File: config.mk
export PLATFORM = sky130hd
export DESIGN_NAME = uart_pack_rx
export DESIGN_NICKNAME = d
export VERILOG_FILES = /design/src/rtl/uart_pack_rx.sv
export SDC_FILE = /design/constraint.sdc
export NUM_CORES = 1
export LEC_CHECK = 0
export CAP_MARGIN = 20
export CORE_MARGIN = 3
export CORE_UTILIZATION = 50
export DETAILED_ROUTE_END_ITERATION = 10
export GPL_TIMING_DRIVEN = 1
export PLACE_DENSITY = 0.78
export SLEW_MARGIN = 20
export SYNTH_ARGS = -nofsm -noshare
export SYNTH_HDL_FRONTEND = slang
export SYNTH_SLANG_ARGS = --single-unit
File: constraint.sdc
create_clock -name clk -period 2.71 [get_ports clk]
set_clock_uncertainty 0.1 [all_clocks]
set_input_delay 0.813 -clock clk [delete_from_list [all_inputs] [get_ports clk]]
set_output_delay 0.813 -clock clk [all_outputs]
set_load 0.02 [all_outputs]
File: src/rtl/uart_pack_rx.sv
// uart_pack_rx: frames the UART byte stream into header-led packs and presents them as parallel registers.
// Define CHECKSUM_EN to require and verify a trailing XOR checksum byte after the payload.
//
// state     | meaning
// S_IDLE    | hunting for the header byte
// S_PAYLOAD | collecting out pattern, freq pattern and ctrl bytes into the shadow register
// S_CHECK   | waiting for the checksum byte (CHECKSUM_EN builds only)
// S_COMMIT  | shadow has landed on the outputs; o_pack_valid is high for this cycle
module uart_pack_rx #(
   parameter int         DATA_BIT    = 32,
   parameter logic [7:0] HEADER      = 8'hA5,
   parameter int         TIMEOUT_CYC = 20000,
   parameter int         TO_BIT      = 15
) (
   input  logic                clk,
   input  logic                rst,
   input  logic [7:0]          i_data,
   input  logic                i_rx_done_tick,
   output logic [DATA_BIT-1:0] o_out_pattern,
   output logic [DATA_BIT-1:0] o_freq_pattern,
   output logic [7:0]          o_ctrl,
   output logic                o_pack_valid,
   output logic                o_pack_err,
   output logic                o_timeout,
   output logic                o_busy
);

   localparam int PACK_NUM = (DATA_BIT/8)*2+1;
   localparam int IDX_W    = $clog2(PACK_NUM);
   localparam int SH_W     = DATA_BIT*2+8;

`ifdef CHECKSUM_EN
   typedef enum logic [1:0] {S_IDLE, S_PAYLOAD, S_CHECK, S_COMMIT} state_t;
`else
   typedef enum logic [1:0] {S_IDLE, S_PAYLOAD, S_COMMIT} state_t;
`endif

   state_t            state, state_nxt;
   logic [IDX_W-1:0]  idx, idx_nxt;
   logic [TO_BIT-1:0] timer, timer_nxt;
   logic [7:0]        acc, acc_nxt;
   logic [SH_W-1:0]   shadow, shadow_nxt;
   logic              load_out;
   logic              to_nxt, to_q;
`ifdef CHECKSUM_EN
   logic              err_nxt, err_q;
`endif

   always_comb begin
      state_nxt  = state;
      idx_nxt    = idx;
      timer_nxt  = timer;
      acc_nxt    = acc;
      shadow_nxt = shadow;
      load_out   = 1'b0;
      to_nxt     = 1'b0;
`ifdef CHECKSUM_EN
      err_nxt    = 1'b0;
`endif
      case (state)
         S_PAYLOAD: begin
            if (i_rx_done_tick) begin
               timer_nxt  = '0;
               acc_nxt    = acc ^ i_data;
               // first byte received ends up in the MSB byte of the out pattern
               shadow_nxt = {shadow[SH_W-9:0], i_data};
               if (idx == IDX_W'(PACK_NUM-1)) begin
`ifdef CHECKSUM_EN
                  state_nxt = S_CHECK;
`else
                  state_nxt = S_COMMIT;
                  load_out  = 1'b1;
`endif
               end else begin
                  idx_nxt = idx + IDX_W'(1);
               end
            end else if (timer == TO_BIT'(TIMEOUT_CYC-1)) begin
               state_nxt = S_IDLE;
               to_nxt    = 1'b1;
            end else begin
               timer_nxt = timer + TO_BIT'(1);
            end
         end
`ifdef CHECKSUM_EN
         S_CHECK: begin
            if (i_rx_done_tick) begin
               timer_nxt = '0;
               if (i_data == acc) begin
                  state_nxt = S_COMMIT;
                  load_out  = 1'b1;
               end else begin
                  state_nxt = S_IDLE;
                  err_nxt   = 1'b1;
               end
            end else if (timer == TO_BIT'(TIMEOUT_CYC-1)) begin
               state_nxt = S_IDLE;
               to_nxt    = 1'b1;
            end else begin
               timer_nxt = timer + TO_BIT'(1);
            end
         end
`endif
         default: begin
            // COMMIT hunts exactly like IDLE so a header right after the last byte is not lost
            state_nxt = S_IDLE;
            if (i_rx_done_tick && (i_data == HEADER)) begin
               state_nxt = S_PAYLOAD;
               idx_nxt   = '0;
               acc_nxt   = '0;
               timer_nxt = '0;
            end
         end
      endcase
   end

   always_ff @(posedge clk) begin
      if (rst) begin
         state          <= S_IDLE;
         idx            <= '0;
         timer          <= '0;
         acc            <= '0;
         shadow         <= '0;
         to_q           <= 1'b0;
         o_out_pattern  <= '0;
         o_freq_pattern <= '0;
         o_ctrl         <= '0;
      end else begin
         state  <= state_nxt;
         idx    <= idx_nxt;
         timer  <= timer_nxt;
         acc    <= acc_nxt;
         shadow <= shadow_nxt;
         to_q   <= to_nxt;
         if (load_out) begin
            o_out_pattern  <= shadow_nxt[SH_W-1 -: DATA_BIT];
            o_freq_pattern <= shadow_nxt[SH_W-DATA_BIT-1 -: DATA_BIT];
            o_ctrl         <= shadow_nxt[7:0];
         end
      end
   end

`ifdef CHECKSUM_EN
   always_ff @(posedge clk) begin
      if (rst) begin
         err_q <= 1'b0;
      end else begin
         err_q <= err_nxt;
      end
   end
   assign o_pack_err = err_q;
`else
   assign o_pack_err = 1'b0;
`endif

   assign o_pack_valid = (state == S_COMMIT);
   assign o_timeout    = to_q;
   assign o_busy       = (state != S_IDLE);

endmodule

==> out/metrics.csv <==
stage,metric,value,unit
clock_network,clk_path_buf_depth,2,
drt,routedWlPerCell,16.3,µm
floorplanning,ioPinCount,87,
timing,finalCritPeriodShare,0.975,
critical_path,crit_family,buffers and inverters,
clock_network,clock_latency,520,ps
clock_network,clk_pin_slew,60,ps
timing,setup_viol,0,
drt,ant_nets,0,
synthesis,synth_fa_ha_area_frac,0.00893,
floorplanning,fp.dieW,112,µm
floorplanning,start_util,0.515,
power_and_ir_drop,ir_drop,410,µV
placed_design,dpl.hpwl,8.42,mm
timing,maxSlewViolCount,0,
synthesis,synth_seq_area_share,0.564,
floorplanning,die_h,112,µm
clock_network,postCtsHoldBufs,0,
synthesis,async_flop_share,0,
synthesis,synthXorXnorAreaFrac,0,
power_and_ir_drop,power.leakage,2.56,nW
critical_path,required,1800,ps
worst_hold_path,hp-class,flop to flop,
clock_network,clock-sinks,158,
synthesis,synth_edf_count,0,
clock_network,cts_max_level,4,
clock_network,cts_buffers,17,
grt,grt_max_degree,77,
critical_path,start_kind,flop,
grt,overflow,0,
critical_path,crit_fanout,8,
clock_network,cts_root_buf,clkbuf_8,
synthesis,ys.flop_type,dfxtp_1,
drt,vias_per_cell,5.72,
critical_path,endpoint_kind,output pin,
worst_hold_path,min_path_cells,2,
finish,seqCellArea,0.00316,mm²
drt,vias,4752,
critical_path,critPathArrivalTime,1730,ps
critical_path,worstRegToRegCells,4,
finish,drive_gt1_frac,0.0912,
placed_design,gp_congestion,0.838,
floorplanning,rows,38,
synthesis,synth_top_family_by_area,compound AO/OA/AOI/OAI gates,
finish,multi_input_area,0.00225,mm²
drt,drt_iter0_drc,445,
power_and_ir_drop,p_per_area,665,mW/mm²
finish,syn_to_final_growth,30.1,%
floorplanning,die_area,0.0125,mm²
synthesis,postSynthAreaPerCell,9.36,µm²
placed_design,post-place-ws,-123,ps
critical_path,slowest_delay,540,ps
drt,dr.pass1.iters,5,
synthesis,synth_simple_gate_area_share,0.162,
clock_network,post-cts-setup-buffers,0,
synthesis,synth_compound_area_frac,0.219,
grt,antenna_found_initial,0,
grt,first_global_vias,4494,
grt,grt_usage,0.215,
finish,nNetsFinal,694,
synthesis,ys_ff_latch,158,
synthesis,synth_area,0.00561,mm²
timing,fin_hold_ws,361,ps
critical_path,criticalPathCategory,flop to output pin,
synthesis,synth_nets,614,
timing,max_freq,379,MHz
floorplanning,core_area,0.0109,mm²
job,maxCapViolCount,0,
timing,setup_slack,68.6,ps
timing,rsz0062_at_grt,no,
clock_network,ctsResizeCount,0,
clock_network,cts_tree,built,
finish,fillerInstances,851,
finish,finalNonFillerCells,831,
run_status,outcome,finished clean,
timing,max_slew_margin,0.624,
synthesis,syn-instance-count,599,
critical_path,path_depth,2,
drt,wl,13.5,mm
synthesis,ys_types,48,
placed_design,place_inst,800,
finish,antenna_cells,0,
critical_path,critPathBufInv,1,
finish,layout_common_cells,"158 x dfxtp_1, 141 x nand2_1, 84 x clkdlybuf4s50_1, 72 x a22o_1, 72 x a21oi_1",
timing,tightestPinTransition,549,ps
critical_path,cpMaxStageDelayCell,clkdlybuf4s50_1,
grt,grt_pass1_wl,22.2,mm
synthesis,synthMuxAreaShare,0.00714,
critical_path,crit_chain,or2_2 > clkdlybuf4s50_1,
finish,final_common_cell,dfxtp_1,
timing,final-hold-violation-count,0,
placed_design,portBuffers,85,
timing,final.min_clock_period,2640,ps
drt,drc,0,
synthesis,yosysWarnings,0,
[area by class of cell]
class	count	area share
inverters	8	0.00412
well taps	140	0.0240
flip-flops and latches	158	0.434
multi-input cells	388	0.309
repair buffers	106	0.146
clock inverters	14	0.0266
clock buffers	17	0.0568
[metal layers]
metal,part of all wire,global-route usage
met5,0,0
met4,0.025,0.0884
met3,0.052,0.0467
met2,0.48,0.343
met1,0.45,0.283
[synthesized netlist by cell type (all sizes together) (2+ instances only)]
library cell | n | share of area
or3b | 2 | 0.0031
and4 | 2 | 0.0031
buf | 4 | 0.0049
and3b | 3 | 0.0047
or4b | 2 | 0.0036
nor4 | 4 | 0.0056
nand2b | 5 | 0.0056
nand2 | 141 | 0.094
dfxtp | 158 | 0.56
nor2 | 10 | 0.0067
ha | 4 | 0.0089
and2 | 2 | 0.0022
o21ai | 7 | 0.0062
or4 | 3 | 0.0047
nand4 | 5 | 0.0056
a211oi | 2 | 0.0027
nor3 | 3 | 0.0027
clkbuf | 41 | 0.027
a31oi | 10 | 0.011
inv | 8 | 0.0054
o211ai | 4 | 0.0054
nand3 | 10 | 0.0089
a21oi | 73 | 0.065
a41oi | 2 | 0.0031
nor2b | 3 | 0.0033
mux2i | 4 | 0.0071
a22o | 72 | 0.11
nand3b | 2 | 0.0027
o31ai | 2 | 0.0027
[per-stage QoR]
stage	utilization	area, µm²	setup TNS [ps]	power (W)
after floorplan	-	5610	0	0.00241
after global placement	0.614	6680	-366	0.00246
after detailed placement	0.614	6680	-1070	0.00246
after CTS	0.670	7290	0	0.00488
after global routing	0.670	7290	0	0.00498
final	0.670	7290	0	0.00485
[power breakdown]
part / switching [W] / total (W) / internal (W) / leakage, nW
clock: 0.000998 / 0.00244 / 0.00144 / 0.294
combinational: 0.0000563 / 0.0000880 / 0.0000317 / 0.998
sequential: 0.000000206 / 0.00232 / 0.00232 / 1.27
total: 0.00105 / 0.00485 / 0.00379 / 2.56
[state kept, by name (all words and copies together) (netlist names)]
name	cells
shadow	64
o_freq_pattern	32
o_out_pattern	32
timer	15
o_ctrl	8
idx	4
state	2
o_timeout	1
[worst min-delay path: stages (launching register included)]
cell	delay, ps
dfxtp_1	310
nand2_1	50
a21oi_1	50
[worst paths after layout]
check	startpoint	end	slack (ps)
setup / recovery	state[1]$_SDFFE_PP0P_	o_busy	70
setup reg to reg	timer[8]$_SDFFE_PP0P_	timer[13]$_SDFFE_PP0P_	480
hold reg to reg	shadow[57]$_SDFF_PP0_	shadow[57]$_SDFF_PP0_	360
hold / removal	shadow[57]$_SDFF_PP0_	shadow[57]$_SDFF_PP0_	360
[cell families after synthesis]
| group | Yosys count |
|---|---|
| other cells | 1 |
| mux | 4 |
| simple gates | 201 |
| compound gates | 178 |
| buf+inv | 53 |
| flops | 158 |
| fa+ha+maj | 4 |
(Power assumes the default switching activity.)
